===== src/rtl/inst_rom_loader_if.sv =====
// Byte-stream handshake between an image source and the instruction ROM loader.
interface inst_rom_loader_if;
  logic       byte_valid;
  logic [7:0] byte_data;
  logic       byte_ready;

  modport master (output byte_valid, output byte_data, input byte_ready);
  modport slave  (input byte_valid, input byte_data, output byte_ready);
endinterface


===== src/rtl/inst_rom_loader.sv =====
// Packs a big-endian byte stream into 32-bit instruction words, writes them to the
// instruction RAM, verifies a trailing XOR checksum and holds the CPU while loading.
module inst_rom_loader #(
  parameter int ADDR_W     = 8,
  parameter int WORD_COUNT = 110,
  parameter int TIMEOUT    = 65535
) (
  input  logic              clk,
  input  logic              resetn,
  input  logic              start,
  inst_rom_loader_if.slave  byte_if,
  output logic              wr_en,
  output logic [ADDR_W-1:0] wr_addr,
  output logic [31:0]       wr_data,
  output logic              busy,
  output logic              cpu_hold,
  output logic              done,
  output logic              err
);

  typedef enum logic [2:0] {
    IDLE  = 3'd0,
    RECV  = 3'd1,
    WRITE = 3'd2,
    CHECK = 3'd3,
    DONE  = 3'd4
  } state_t;

  localparam int                TW       = $clog2(TIMEOUT + 1);
  localparam logic [TW-1:0]     T_LAST   = TW'(TIMEOUT - 1);
  localparam logic [ADDR_W-1:0] LAST_IDX = ADDR_W'(WORD_COUNT - 1);

  function automatic logic [7:0] csum_next(input logic [7:0] c, input logic [7:0] b);
    return c ^ b;
  endfunction

  state_t            state_r;
  state_t            state_nxt_s;
  logic [23:0]       asm_r;
  logic [7:0]        csum_r;
  logic [1:0]        bcnt_r;
  logic [ADDR_W-1:0] widx_r;
  logic [TW-1:0]     tcnt_r;
  logic              done_r;
  logic              err_r;
  logic              busy_r;
  logic              byte_ready_r;
  logic              wr_en_r;
  logic [ADDR_W-1:0] wr_addr_r;
  logic [31:0]       wr_data_r;
  logic              byte_ready_s;
  logic              busy_s;
  logic              wr_en_s;

  logic acc_s;
  logic last_byte_s;
  logic last_word_s;
  logic tmo_s;
  logic begin_s;

  assign acc_s       = byte_if.byte_valid & byte_ready_r;
  assign last_byte_s = (bcnt_r == 2'd3);
  assign last_word_s = (widx_r == LAST_IDX);
  assign tmo_s       = !acc_s && (tcnt_r == T_LAST);
  assign begin_s     = start && ((state_r == IDLE) || (state_r == DONE));

  // State register.
  always_ff @(posedge clk or negedge resetn) begin
    if (!resetn) begin
      state_r <= IDLE;
    end else begin
      state_r <= state_nxt_s;
    end
  end

  // Next-state decode.
  always_comb begin
    state_nxt_s = state_r;
    case (state_r)
      IDLE:    state_nxt_s = start ? RECV : IDLE;
      RECV: begin
        if (acc_s && last_byte_s) begin
          state_nxt_s = WRITE;
        end else if (tmo_s) begin
          state_nxt_s = DONE;
        end else begin
          state_nxt_s = RECV;
        end
      end
      WRITE:   state_nxt_s = last_word_s ? CHECK : RECV;
      CHECK:   state_nxt_s = (acc_s || tmo_s) ? DONE : CHECK;
      DONE:    state_nxt_s = start ? RECV : DONE;
      default: state_nxt_s = IDLE;
    endcase
  end

  // Output decode, evaluated on the upcoming state so the registered outputs track it.
  always_comb begin
    byte_ready_s = 1'b0;
    busy_s       = 1'b0;
    wr_en_s      = 1'b0;
    if ((state_nxt_s == RECV) || (state_nxt_s == CHECK)) begin
      byte_ready_s = 1'b1;
    end else begin
      byte_ready_s = 1'b0;
    end
    if ((state_nxt_s == RECV) || (state_nxt_s == WRITE) || (state_nxt_s == CHECK)) begin
      busy_s = 1'b1;
    end else begin
      busy_s = 1'b0;
    end
    if ((state_r == RECV) && (state_nxt_s == WRITE)) begin
      wr_en_s = 1'b1;
    end else begin
      wr_en_s = 1'b0;
    end
  end

  // Registered outputs; write address/data only change when a word is emitted.
  always_ff @(posedge clk or negedge resetn) begin
    if (!resetn) begin
      byte_ready_r <= 1'b0;
      busy_r       <= 1'b0;
      wr_en_r      <= 1'b0;
      wr_addr_r    <= '0;
      wr_data_r    <= 32'h0000_0000;
    end else begin
      byte_ready_r <= byte_ready_s;
      busy_r       <= busy_s;
      wr_en_r      <= wr_en_s;
      if (wr_en_s) begin
        wr_addr_r <= widx_r;
        wr_data_r <= {asm_r, byte_if.byte_data};
      end else begin
        wr_addr_r <= wr_addr_r;
        wr_data_r <= wr_data_r;
      end
    end
  end

  // Datapath: byte assembly, checksum, word index, idle timer and status flags.
  always_ff @(posedge clk or negedge resetn) begin
    if (!resetn) begin
      asm_r  <= 24'h00_0000;
      csum_r <= 8'h00;
      bcnt_r <= 2'd0;
      widx_r <= '0;
      tcnt_r <= '0;
      done_r <= 1'b0;
      err_r  <= 1'b0;
    end else if (begin_s) begin
      asm_r  <= 24'h00_0000;
      csum_r <= 8'h00;
      bcnt_r <= 2'd0;
      widx_r <= '0;
      tcnt_r <= '0;
      done_r <= 1'b0;
      err_r  <= 1'b0;
    end else begin
      case (state_r)
        RECV: begin
          if (acc_s) begin
            asm_r  <= {asm_r[15:0], byte_if.byte_data};
            csum_r <= csum_next(csum_r, byte_if.byte_data);
            bcnt_r <= bcnt_r + 2'd1;
            tcnt_r <= '0;
          end else if (tmo_s) begin
            err_r <= 1'b1;
          end else begin
            tcnt_r <= tcnt_r + TW'(1);
          end
        end
        WRITE: begin
          tcnt_r <= '0;
          if (!last_word_s) begin
            widx_r <= widx_r + ADDR_W'(1);
          end else begin
            widx_r <= widx_r;
          end
        end
        CHECK: begin
          if (acc_s) begin
            done_r <= (byte_if.byte_data == csum_r);
            err_r  <= (byte_if.byte_data != csum_r);
          end else if (tmo_s) begin
            err_r <= 1'b1;
          end else begin
            tcnt_r <= tcnt_r + TW'(1);
          end
        end
        default: begin
          tcnt_r <= tcnt_r;
        end
      endcase
    end
  end

  assign byte_if.byte_ready = byte_ready_r;
  assign wr_en              = wr_en_r;
  assign wr_addr            = wr_addr_r;
  assign wr_data            = wr_data_r;
  assign busy               = busy_r;
  assign cpu_hold           = busy_r;
  assign done               = done_r;
  assign err                = err_r;

endmodule


===== src/flat_wrapper.sv =====
// flat-port wrapper written by rule: the top's interface ports become plain ports
module inst_rom_loader_flat 
#(
  parameter int ADDR_W     = 8,
  parameter int WORD_COUNT = 110,
  parameter int TIMEOUT    = 65535
)
  (clk, resetn, start, wr_en, wr_addr, wr_data, busy, cpu_hold, done, err, byte_if_byte_valid, byte_if_byte_data, byte_if_byte_ready);
  inst_rom_loader_if byte_if_i ();
  input  logic clk;
  input  logic resetn;
  input  logic start;
  output logic wr_en;
  output logic [ADDR_W-1:0] wr_addr;
  output logic [31:0] wr_data;
  output logic busy;
  output logic cpu_hold;
  output logic done;
  output logic err;
  input wire logic [$bits(byte_if_i.byte_valid)-1:0] byte_if_byte_valid;
  input wire logic [$bits(byte_if_i.byte_data)-1:0] byte_if_byte_data;
  output wire logic [$bits(byte_if_i.byte_ready)-1:0] byte_if_byte_ready;
  assign byte_if_i.byte_valid = byte_if_byte_valid;
  assign byte_if_i.byte_data = byte_if_byte_data;
  assign byte_if_byte_ready = byte_if_i.byte_ready;
  inst_rom_loader #(.ADDR_W(ADDR_W), .WORD_COUNT(WORD_COUNT), .TIMEOUT(TIMEOUT)) u_core (.clk(clk), .resetn(resetn), .start(start), .byte_if(byte_if_i), .wr_en(wr_en), .wr_addr(wr_addr), .wr_data(wr_data), .busy(busy), .cpu_hold(cpu_hold), .done(done), .err(err));
endmodule

===== config.mk =====
export PLATFORM = sky130hd
export DESIGN_NAME = inst_rom_loader_flat
export DESIGN_NICKNAME = d
export VERILOG_FILES = /design/src/rtl/inst_rom_loader_if.sv /design/src/rtl/inst_rom_loader.sv /design/src/flat_wrapper.sv
export SDC_FILE = /design/constraint.sdc
export NUM_CORES = 1
export LEC_CHECK = 0
export ABC_AREA = 0
export ABC_CLOCK_PERIOD_IN_PS = 1800
export CORE_MARGIN = 5
export CORE_UTILIZATION = 40
export CTS_BUF_LIST = sky130_fd_sc_hd__clkbuf_16
export CTS_CLUSTER_DIAMETER = 50
export DETAILED_ROUTE_END_ITERATION = 10
export SYNTH_ARGS = -nofsm -noshare
export SYNTH_HDL_FRONTEND = slang
export SYNTH_SLANG_ARGS = --single-unit

===== constraint.sdc =====
create_clock -name clk -period 1.8 [get_ports clk]
set_clock_uncertainty 0.1 [all_clocks]
set_input_delay 0.18 -clock clk [delete_from_list [all_inputs] [get_ports clk]]
set_output_delay 0.18 -clock clk [all_outputs]
set_load 0.02 [all_outputs]

### Yosys cells after proc, flatten, opt, wreduce, memory -nomap -nowiden

Index checks and enable logic that the tools add are counted.

| word-level totals | value |
|---|---|
| register bits after elaboration | 106 |
| input port bits | 12 |
| output and inout bits | 46 |
| logic and storage cells | 90 |

| cells by class | value |
|---|---|
| $add $sub $neg | 3 |
| equality and inequality tests | 15 |
| mux-type cells | 35 |
| bitwise gates (word level) | 2 |
| reductions and logical operators | 22 |

Operator list:

| kind | count |
|---|---|
| two-way mux 24 bit | 3 |
| two-way mux 16 bit | 4 |
| two-way mux 8 bit | 6 |
| one-hot mux 16 bit (3 select lines) | 1 |
| adder 16 x 1 -> 16 bit, second input constant | 1 |
| == test 16 bit, second input constant | 1 |
| one-hot mux 3 bit (5 select lines) | 1 |
| == test 3 x 2 -> 1 bit, second input constant | 4 |
| two-way mux 3 bit | 4 |
| two-way mux 1 bit | 11 |
| AND reduction 2 bit | 5 |
| adder 8 x 1 -> 8 bit, second input constant | 1 |
| == test 8 x 7 -> 1 bit, second input constant | 1 |
| == test 8 bit | 1 |
| two-way mux 2 bit | 4 |
| != test 8 bit | 1 |
| nonzero test 2 bit | 4 |
| bitwise XOR 8 bit | 1 |
| == test 3 x 1 -> 1 bit, second input constant | 2 |
| != test 3 bit, second input constant | 2 |
| logical OR 1 bit | 5 |
| logical AND 1 bit | 4 |
| nonzero test 4 bit | 1 |
| == test 3 bit, second input constant | 1 |
| other kinds (8) | 8 |

### Depth between registers and ports, before layout

Gate-level depths: netlist of run 1.

| depth | value |
|---|---|
| depth after elaboration | 10 |
| gate-level depth with buffers | 8 |
| gate-level depth less buffers | 7 |

### Least setup slack after synthesis of run 1

OpenSTA, ideal clock, no wires.

| timing path | value |
|---|---|
| path type | flip-flop to flip-flop |
| from | reg u_core.byte_ready_r (netlist: u_core.byte_if.byte_ready) |
| to | reg u_core.tcnt_r[15] |
| setup time | 129 ps |
| arrival time | 1,673 ps |
| required time | 1,571 ps |
| setup slack | -102 ps |
| cell stages (with the launch flop) | 7 |
| cell sequence | dfrtp_1 -> nand2_2 -> and4_4 -> buf_6 -> or4_4 -> xor2_1 -> nor2_2 |

| between the ends | value |
|---|---|
| word-level cells in the longest chain between the ends | 7 |
| elaborated cells on any way between the ends | 10 |
| those cells by class | eq/ne: 1; mux: 5; bitwise: 1; reduce/logical: 3 |

RTL lines:

| what | RTL line | text |
|---|---|---|
| from (decl) | inst_rom_loader.sv:47 | `logic byte_ready_r;` |
| from (signal assigned) | inst_rom_loader.sv:128 | `byte_ready_r <= byte_ready_s;` |
| AND 1 bit (*) | inst_rom_loader.sv:61 | `assign acc_s = byte_if.byte_valid & byte_ready_r;` |
| zero test 1 bit | inst_rom_loader.sv:64 | `assign tmo_s = !acc_s && (tcnt_r == T_LAST);` |
| logical AND 1 bit | inst_rom_loader.sv:64 |  |
| two-way mux 16 bit | -- |  |
| two-way mux 16 bit, on equally long branches | -- |  |
| one-hot mux 16 bit (3 select lines) | inst_rom_loader.sv:160 | `case (state_r)` |
| two-way mux 16 bit | inst_rom_loader.sv:151 | `end else if (begin_s) begin` |
| to (signal assigned) | inst_rom_loader.sv:170 | `tcnt_r <= tcnt_r + TW'(1);` |
| to (signal assigned) | inst_rom_loader.sv:188 | `tcnt_r <= tcnt_r + TW'(1);` |
| to (signal assigned) | inst_rom_loader.sv:192 | `tcnt_r <= tcnt_r;` |
| to (decl) | inst_rom_loader.sv:43 | `logic [TW-1:0] tcnt_r;` |

Every way passes the cells marked *; elsewhere a longest branch is shown, timed or not. The select of a mux whose other input is x is not followed.
A chain may end at the register's enable or synchronous reset.

### Worst setup path after layout of run 1

| timing path | value |
|---|---|
| from | reg u_core.state_r[0] |
| to | reg u_core.wr_data_r[18] (netlist: u_core.wr_data[18]) |

| between the ends | value |
|---|---|
| word-level cells in the longest chain between the ends | 5 |
| elaborated cells on any way between the ends | 9 |
| those cells by class | eq/ne: 5; mux: 2; reduce/logical: 2 |

RTL lines:

| what | RTL line | text |
|---|---|---|
| from (decl) | inst_rom_loader.sv:37 | `state_t state_r;` |
| from (signal assigned) | inst_rom_loader.sv:72 | `state_r <= state_nxt_s;` |
| == test 3 bit, or another cell as far along | inst_rom_loader.sv:79 | `case (state_r)` |
| one-hot mux 3 bit (5 select lines) | inst_rom_loader.sv:79 |  |
| == test 3 x 2 -> 1 bit | inst_rom_loader.sv:112 | `if ((state_r == RECV) && (state_nxt_s == WRITE)) begin` |
| logical AND 1 bit (*) | inst_rom_loader.sv:112 |  |
| two-way mux 1 bit (*) | inst_rom_loader.sv:112 |  |
| to (signal assigned) | inst_rom_loader.sv:133 | `wr_data_r <= {asm_r, byte_if.byte_data};` |
| to (signal assigned) | inst_rom_loader.sv:136 | `wr_data_r <= wr_data_r;` |
| to (decl) | inst_rom_loader.sv:50 | `logic [31:0] wr_data_r;` |

Every way passes the cells marked *; elsewhere a longest branch is shown, timed or not.

==> key figures, run 1 <==
Outcome
  • Status: finished with violations
  • Failing checks: negative setup slack

Timing
  • Fin worst setup slack: -31.20 ps
  • Fmax: 546.1 MHz
  • Worst-margin pin slew: 453.8 ps
  • Minimum clock period: 1831 ps
  • Final setup TNS: -587.7 ps
  • Final period util: 101.7%
  • # setup viols final: 36
  • RSZ-0062 raised after global routing: yes
  • Final Max Tran Viols: 0
  • Fin. Hold Viols: 0
  • Minimum hold slack: 216.3 ps
  • Slew HR: 69.75%

Die
  • Core box area: 11860 um^2
  • Site Rows: 40
  • Die X: 119.5 um
  • Chip height: around 120 um
  • IO Pins: 58
  • Initial Util: 40.44%
  • Area of the die: 14280 um^2

Final layout
  • Area grow syn2layout: 32.26%
  • Most frequent cells in the layout: 105 x dfrtp_1, 64 x nand2_1, 56 x clkdlybuf4s50_1
  • Fin util: 53.49%
  • Count of non-filler cells in the finished layout: roughly 700
  • Fill cells: 1062
  • Multi-input gate area: 2071 um^2
  • Diode count: 0
  • Design area: 6345 um^2
  • Register cell area after layout: ~2700 um^2
  • Nets: around 550
  • Share of cells above drive strength 1: between 20 and 30%
  • Most common cell after layout, fill and taps aside: dfrtp_1

Place
  • Pre-CTS worst setup slack: -292.4 ps
  • Post-DP HPWL: ~7300 um
  • GP Congestion: a little over 0.8
  • Placed cell count: roughly 670
  • Placed inst area: 5883 um^2
  • PortBufs: 57

Global route
  • First-pass GRT wire length: between 15000 and 20000 um
  • Remaining global-route overflow: 0
  • GRT Overall Usage: 15.85%
  • Vias in the first global route: roughly 3700
  • Largest net degree at the start of global routing: 40
  • Initial antenna violation count: 0

Setup path
  • Highest-delay cell along the critical path: dfrtp_1
  • Crit-path max FO: 20
  • CP Class: register to register
  • Worst path max stage delay: 410 ps
  • CP startpoint: u_core.state_r[0]$_DFF_PN0_
  • Worst Path Arrival: 1970 ps
  • Reg-to-reg critical path startpoint: u_core.state_r[0]$_DFF_PN0_
  • Nature of the critical path endpoint: register
  • CP Cell Sequence: buf_6 > nand4b_1 > nor2_4 > and2_4 > buf_12 > mux2_2
  • Reg2reg path depth: 6
  • Worst reg2reg setup slack: -30 ps
  • Worst r2r dst: u_core.wr_data[18]$_DFFE_PN0P_
  • WP data required: ~1900 ps
  • Startpoint Class: register

Clock tree
  • CTS tree: done
  • Clk_lat worst skew: around 350 ps
  • Cts bufs inserted: 9
  • Sink Count: 106
  • Clock Path Buffers: 2
  • Depth of the CTS H-tree: 3
  • Clk slew on worst S/H paths: about 80 ps
  • Cell at the root of the clock tree: clkbuf_16

Routing
  • Initial DRC count: 220
  • Drt via density: between 5 and 6
  • DRC viols: 0
  • Average routed wire per standard cell: 15.75 um
  • 1st-pass router iterations: 4
  • Final wirelength: between 10000 and 15000 um
  • Final ANT Viol Nets: 0
  • Routed vias: approximately 3600

Flow run
  • Max-Cap Viols: 0

Logic synthesis
  • Netlist cell types: 47
  • Ys flop type: dfrtp_1
  • Avg Inst Size Synth: roughly 11 um^2
  • Post-synth EDFFs: 0
  • FFs w/ async S/R, synth: 100.0%
  • Yosys top cell area share: 55.29%
  • Synth Cell Area: 4797 um^2
  • Yosys reg bits: approximately 110
  • Largest area contributor in the netlist: dfrtp_1
  • Sequential share of the synthesized area: 55.29%
  • Syn. warnings: 0
  • Syn Nets: 452
  • Syn Inst Count: between 400 and 500
  • Top cells by area, synth: dfrtp_1 55%, mux2_2 8.7%, nand2_1 5.0%

Hold path
  • Hold Crit Class: primary input to asynchronous set/reset pin

Power
  • PwrDens: 1312 nW/um^2
  • Overall power: 8.327 mW
  • Worst vdd ir: 584.9 uV
  • Leakage: just under 3 nW
worst max path at each step:
stage	endpoint	slack, ps
after floorplan	u_core.wr_data[0]$_DFFE_PN0P_	0.9
after global placement	u_core.wr_data[17]$_DFFE_PN0P_	-260
after detailed placement	u_core.wr_data[26]$_DFFE_PN0P_	-290
after CTS	u_core.tcnt_r[9]$_DFFE_PN0P_	-6
after global routing	u_core.wr_data[30]$_DFFE_PN0P_	-110
final	u_core.wr_data[18]$_DFFE_PN0P_	-30
where the power goes:
part / internal (mW) / leakage [nW] / switching, mW / total, mW
clock: 1.11 / 0.151 / 0.931 / 2.04
combinational: 1.36 / 1.35 / 1.47 / 2.83
sequential: 3.02 / 1.44 / 0.444 / 3.46
final cells by class:
class	instances	area share [%]
clock buffer	9	3.550
multi-input combinational	299	32.64
clock inverter	7	1.380
inverter	7	0.4141
sequential	106	41.83
tap	147	2.899
timing repair buffer	114	17.29
metal layers:
metal / vias to the layer above / global-route usage, % / wire [um]
met3: 19 / 3.723 / 444
met4: 0 / 7.087 / 231
met2: 81 / 25.21 / 5300
met1: 1808 / 20.68 / 4873
met5: - / 0 / 0
li1: 1715 / - / -
sequential cells by signal, summed over array words and instances (netlist names):
signal                     flops
u_core.asm_r                  24
u_core.bcnt_r                  2
u_core.busy                    1
u_core.byte_if.byte_ready      1
u_core.csum_r                  8
u_core.done                    1
u_core.err                     1
u_core.state_r                 3
u_core.tcnt_r                 16
u_core.widx_r                  8
u_core.wr_addr                 8
u_core.wr_data                32
u_core.wr_en                   1
cell usage after synthesis, types with 4 or more instances:
cell	n
nand2_1	64
nand3_1	33
xnor2_1	8
or3_1	6
a211oi_1	4
nand2b_1	8
o21ai_0	30
inv_1	7
dfrtp_1	106
a21oi_1	8
nor2_1	27
buf_6	8
ha_1	5
mux2_2	37
and3_1	7
buf_4	4
xor2_1	12
clkbuf_1	9
nand4_1	8
worst max-delay path: cells and delay by family, from the launching register on:
family                 cells  cell delay (ps)
AND/OR/NAND/NOR            3              550
flip-flops                 1              410
multiplexers               1              350
buffers and inverters      2              310
repair_timing:
item | 4_1_cts | 5_1_grt
buffers inserted | 0 | 2
pin swaps | 12 | 6
gates cloned | 0 | 1
resized for setup | 12 | 17
setup endpoints to repair | 54 | 69
hold endpoints to repair | 31 | 0
hold buffers | 1 | 0
cells by family after synthesis:
| group | count (synthesis) | synth area share [%] |
|---|---|---|
| muxes | 41 | 9.598 |
| buffers and inverters | 31 | 4.069 |
| DFF | 106 | 55.29 |
| and+or+nand+nor | 174 | 17.97 |
| AOI/OAI and AO/OA | 58 | 8.112 |
| xor gates and xnor gates | 20 | 3.652 |
| adders and majority gates | 5 | 1.304 |
Note: power is estimated with default switching activity, not from simulation.
==> run 2, diff against run 1 <==
Settings changed: ABC_CLOCK_PERIOD_IN_PS 1800 to 1500, PLACE_DENSITY_LB_ADDON from default to 0.3.
Clock period 1.8 ns to 1.5 ns, I/O delays scaled along.
==> run 2 against run 1 <==
Effect of this change: the run still ends with negative setup slack left; core utilization grew 5.5 points; sequential share of layout area shrank 3.9 points; largest power group unchanged; final cell count grew 5.2%; critical endpoint is now u_core.tcnt_r[6]$_DFFE_PN0P_.
==> key figures, run 2 (synthesized netlist as in run 1, its figures left out) <==
Flow run
  • Max-Cap Viols: 0

Die
  • Die X: 119.5 um
  • Site Rows: 40
  • Chip height: approximately 120 um
  • IO Pins: 58
  • Area of the die: between 10000 and 15000 um^2
  • Core box area: 11860 um^2
  • Initial Util: 40.44%

Timing
  • Fin worst setup slack: -323.4 ps
  • RSZ-0062 raised after global routing: yes
  • Fmax: around 550 MHz
  • Minimum clock period: 1823 ps
  • Final Max Tran Viols: 0
  • Final setup TNS: -24440 ps
  • Worst-margin pin slew: 548.6 ps
  • Fin. Hold Viols: 0
  • Final period util: 121.6%
  • # setup viols final: 104
  • Slew HR: 63.42%

Setup path
  • Nature of the critical path endpoint: register
  • CP delay by family, top: simple AND/OR/NAND/NOR gates
  • CP startpoint: u_core.state_r[0]$_DFF_PN0_
  • Crit-path max FO: 6
  • Reg-to-reg critical path startpoint: u_core.state_r[0]$_DFF_PN0_
  • CP Cell Sequence: buf_6 > or3_4 > and3_4 > o211ai_1 > buf_4 > o21ai_0 > a21oi_2
  • Highest-delay cell along the critical path: dfrtp_1
  • Worst r2r dst: u_core.tcnt_r[6]$_DFFE_PN0P_
  • Worst Path Arrival: 2010 ps
  • Reg2reg path depth: 7
  • Worst reg2reg setup slack: -320 ps
  • WP buf/inv: 2
  • Worst path max stage delay: 430 ps
  • WP data required: 1690 ps
  • Critical Path Stages: 7
  • CP Class: register to register
  • Startpoint Class: register

Routing
  • Average routed wire per standard cell: between 15 and 20 um
  • Routed vias: approximately 3800
  • 1st-pass router iterations: 5
  • Final wirelength: 11850 um
  • Initial DRC count: 184
  • DRC viols: 0
  • Final ANT Viol Nets: 0
  • Drt via density: about 5.2

Power
  • Worst vdd ir: 680.7 uV
  • PwrDens: 1526 nW/um^2
  • Leakage: 3.431 nW

Final layout
  • Share of cells above drive strength 1: 40.66%
  • Fill cells: 987
  • Area grow syn2layout: 45.77%
  • Most common cell after layout, fill and taps aside: dfrtp_1
  • Diode count: 0
  • Most frequent cells in the layout: 105 x dfrtp_1, 69 x buf_4, 59 x nand2_1
  • Nets: 590
  • Max FFs per register: 32
  • Count of non-filler cells in the finished layout: 725

Outcome
  • Failing checks: negative setup slack
  • Status: finished with violations

Global route
  • Vias in the first global route: 3963
  • Remaining global-route overflow: 0
  • Initial antenna violation count: 0
  • First-pass GRT wire length: 19280 um
  • Largest net degree at the start of global routing: 65
  • GRT Overall Usage: 16.80%

Clock tree
  • Cts bufs inserted: 9
  • CTS tree: done
  • Sink Count: 106
  • Depth of the CTS H-tree: 3
  • Clk slew on worst S/H paths: 70 ps
  • Clk_lat worst skew: 360 ps
  • Clock Path Buffers: 2
  • Cell at the root of the clock tree: clkbuf_16

Place
  • GP Congestion: 0.8172
  • Post-DP HPWL: 7713 um
  • Placed cell count: 692
  • Pre-CTS worst setup slack: -513.7 ps
  • PortBufs: 57

Hold path
  • Hold Crit Class: primary input to asynchronous set/reset pin
## run 2: cell count changes in the layout (fill, tap and decap cells not counted), sizes merged
cell           previous run  this run
inv                       9        10
clkbuf                    9        10
buf                      57        94
bufinv                    1         0
and4                      5         4
dlygate4sd2               0        45
clkdlybuf4s50            56        10
## run 2: routing by layer
layer | share of wire, % | up-vias | wire, um | global-route usage [%]
met2 | 53 | 80 | 6253 | 28.60
met5 | 0 | - | 0 | 0
li1 | - | 1785 | - | -
met3 | 4.1 | 10 | 485 | 3.110
met1 | 42 | 1894 | 5007 | 21.28
met4 | 0.89 | 0 | 106 | 6.514
## run 2: repair_timing
| action | in CTS | in global routing |
|---|---|---|
| hold buffers | 1 | 0 |
| hold endpoints to repair | 106 | 0 |
| gates cloned | 4 | 1 |
| pin swaps | 64 | 16 |
| setup buffers | 8 | 10 |
| setup endpoints to repair | 150 | 106 |
| resized for setup | 154 | 33 |
## run 2: report_power, final
part,total [mW],internal [mW],switching [mW]
logic,4.13,1.99,2.13
clock network,2.31,1.16,1.15
registers,4.23,3.62,0.607
## run 2: metrics by stage
step / total power, mW / hold slack (ps) / cell area, um^2 / util (%)
floorplan: 5.955 / -245.6 / 4888 / -
global placement: 7.591 / 69.34 / 6142 / 51.78
detailed placement: 7.726 / 74.37 / 6142 / 51.78
CTS: 10.67 / 252.3 / 6884 / 58.04
global route: 11.26 / 257.5 / 6993 / 58.96
finish: 10.67 / 228.7 / 6993 / 58.96
## run 2: how the worst max path moves through the flow
stage | to
CTS | u_core.tcnt_r[8]$_DFFE_PN0P_
finish | u_core.tcnt_r[6]$_DFFE_PN0P_
global placement | u_core.wr_data[6]$_DFFE_PN0P_
detailed placement | u_core.csum_r[0]$_DFFE_PN0P_
global route | u_core.csum_r[2]$_DFFE_PN0P_
floorplan | u_core.wr_data[0]$_DFFE_PN0P_
## run 2: cell type report
| cell class | instances | area [um^2] | area share [%] |
|---|---|---|---|
| clock inverters | 7 | 62.56 | 0.8946 |
| inverters | 7 | 26.28 | 0.3757 |
| repair buffers | 151 | 1420 | 20.31 |
| flip-flops and latches | 106 | 2654 | 37.95 |
| clock buffers | 9 | 225.2 | 3.221 |
| well taps | 147 | 183.9 | 2.630 |
| multi-input cells | 298 | 2421 | 34.62 |
## run 2: worst reg2reg max path: cells and delay by family, from the launching register on
kind                   cells  cell delay (ps)
and+or+nand+nor            2              510
AOI/OAI and AO/OA          3              370
buffers and inverters      2              350
DFF                        1              430
==> run 3, diff against run 2 <==
Settings changed: ABC_CLOCK_PERIOD_IN_PS 1500 to 2100.
Clock period 1.5 ns to 2.1 ns, I/O delays scaled along.
==> run 3 against run 2 <==
Effect of this change: the flow now finishes without violations; non-clock buffer count fell by 65; largest power group unchanged; highest routed layer unchanged; sequential share of layout area rose by 6.4 points; combinational power fell by 48%; first-iteration DRC count fell by 14%; global-route usage fell by 1.7 points.
==> key figures, run 3 (synthesized netlist as in run 1, its figures left out) <==
Outcome
  • Status: finished clean

Setup path
  • Highest-delay cell along the critical path: dfrtp_1
  • Reg-to-reg critical path startpoint: u_core.tcnt_r[1]$_DFFE_PN0P_
  • CP Class: register to register
  • Nature of the critical path endpoint: register
  • Worst Path Arrival: 2060 ps
  • Startpoint Class: register
  • WP data required: 2260 ps
  • Worst reg2reg setup slack: 200 ps
  • Reg2reg path depth: 6
  • Crit-path max FO: 8
  • Worst path max stage delay: 490 ps
  • CP Cell Sequence: ha_1 > and4_4 > buf_4 > nand2_1 > a221o_1 > o211ai_1
  • Worst r2r dst: u_core.err$_DFFE_PN0P_

Power
  • Seq pwr share: between 40% and 50%
  • Leakage: 2.771 nW
  • PwrDens: 1153 nW/um^2
  • Internal power: 4.514 mW
  • Sw Share: 34.48%
  • Combinational share of power: 31.0%
  • Psw: 2.376 mW
  • Clock power share: 25.6%
  • Worst vdd ir: 611.7 uV

Die
  • Core box area: 11860 um^2
  • Chip height: ~120 um
  • IO Pins: 58
  • Initial Util: 40.44%
  • Site Rows: 40
  • Die X: between 100 and 150 um
  • Area of the die: 14280 um^2

Clock tree
  • Cell at the root of the clock tree: clkbuf_16
  • Depth of the CTS H-tree: 3
  • CTS tree: done
  • Cts bufs inserted: 9
  • Clock Path Buffers: 2
  • Clk_lat worst skew: 350 ps
  • Clk slew on worst S/H paths: 80 ps
  • Sink Count: ~110

Global route
  • Grt met2 use: 22.81%
  • Met1 Use GR: 20.92%
  • Remaining global-route overflow: 0
  • Vias in the first global route: 3474
  • GRT Overall Usage: between 10% and 20%
  • Initial antenna violation count: 0
  • Met3 usage: 4.006%
  • First-pass GRT wire length: 17440 um
  • Layer with the highest usage: met2
  • Largest net degree at the start of global routing: 40

Timing
  • Final period util: 90.34%
  • Final Max Tran Viols: 0
  • Final setup TNS: 0 ps
  • Worst-margin pin slew: roughly 510 ps
  • Minimum clock period: 1897 ps
  • Fmax: around 530 MHz
  • Fin. Hold Viols: 0
  • Slew HR: 65.71%
  • RSZ-0062 raised after global routing: no
  • # setup viols final: 0

Final layout
  • Fill cells: 1058
  • Most frequent cells in the layout: 106 x dfrtp_1, 64 x nand2_1, 56 x clkdlybuf4s50_1
  • Share of cells above drive strength 1: 18.52%
  • Nets: 525
  • Diode count: 0
  • Most common cell after layout, fill and taps aside: dfrtp_1
  • Area grow syn2layout: 24.62%
  • Design area: about 6000 um^2
  • Max FFs per register: 32

Routing
  • Routed vias: 3427
  • Final ANT Viol Nets: 0
  • 1st-pass router iterations: 5
  • Initial DRC count: 159
  • Drt via density: between 5 and 6
  • Final wirelength: just over 10000 um
  • DRC viols: 0
  • Average routed wire per standard cell: 15.36 um

Place
  • Post-DP HPWL: roughly 7000 um
  • GP Congestion: 0.8708
  • PortBufs: 57
  • Placed inst area: 5654 um^2

Hold path
  • Hold Crit Class: primary input to asynchronous set/reset pin

Flow run
  • Max-Cap Viols: 0
-- run 3: what timing repair did --
item	in CTS	in global routing
gates resized for setup	0	0
buffers inserted	0	0
hold endpoints to repair	34	0
hold buffers	1	0
-- run 3: per-layer routing --
| layer | vias to the layer above | wire length (um) | share of wire, % |
|---|---|---|---|
| li1 | 1650 | - | - |
| met1 | 1698 | 4649 | 46 |
| met2 | 68 | 4875 | 48 |
| met3 | 11 | 477 | 4.7 |
| met4 | 0 | 133 | 1.3 |
| met5 | - | 0 | 0 |
-- run 3: how the worst max path moves through the flow --
stage,start,end,slack (ps),cells past startpoint
2_1_floorplan,u_core.byte_if.byte_ready$_DFF_PN0_,u_core.tcnt_r[15]$_DFFE_PN0P_,200,6
3_3_place_gp,byte_if_byte_valid,u_core.wr_data[17]$_DFFE_PN0P_,30,6
3_5_place_dp,byte_if_byte_valid,u_core.wr_data[17]$_DFFE_PN0P_,40,6
4_1_cts,u_core.tcnt_r[1]$_DFFE_PN0P_,u_core.err$_DFFE_PN0P_,210,6
5_1_grt,u_core.state_r[0]$_DFF_PN0_,u_core.wr_data[30]$_DFFE_PN0P_,100,6
6_report,u_core.tcnt_r[1]$_DFFE_PN0P_,u_core.err$_DFFE_PN0P_,200,6
-- run 3: area by class of cell --
class                      count  area, um^2  share of cell area, %
inverter                       7       26.28                 0.4395
multi-input combinational    298        1951                  32.63
sequential                   106        2653                  44.37
clock inverter                 7       88.84                  1.486
clock buffer                   9       225.2                  3.767
tap                          147       183.9                  3.077
timing repair buffer          86       850.8                  14.23
-- run 3: per-stage QoR --
step	hold slack, ps	utilization (%)	setup slack, ps	power (mW)	std cells
floorplan	-185.6	-	197.8	4.205	435
global placement	118.7	47.67	32.11	5.127	643
detailed placement	122.4	47.67	44.03	5.182	643
CTS	297.0	50.40	212.9	6.980	660
global route	340.8	50.40	101.0	7.344	660
finish	270.2	50.40	202.9	6.890	660
-- run 3: critical path, delay by kind of cell, from the launching register on --
family                   cells  cell delay [ps]
AO/OA/AOI/OAI                2              450
adder cells (fa/ha/maj)      1              230
buffers and inverters        1              150
flip-flops                   1              490
AND/OR/NAND/NOR              2              380
-- run 3: power groups by stage --
stage / Clock [mW] / Sequential, mW / Combinational [mW]
6_report: 1.76 / 2.99 / 2.14
3_3_place_gp: 0 / 3.01 / 2.11
4_1_cts: 1.82 / 2.99 / 2.17
5_1_grt: 1.90 / 3.07 / 2.38
2_1_floorplan: 0 / 3.17 / 1.04
3_5_place_dp: 0 / 3.02 / 2.16
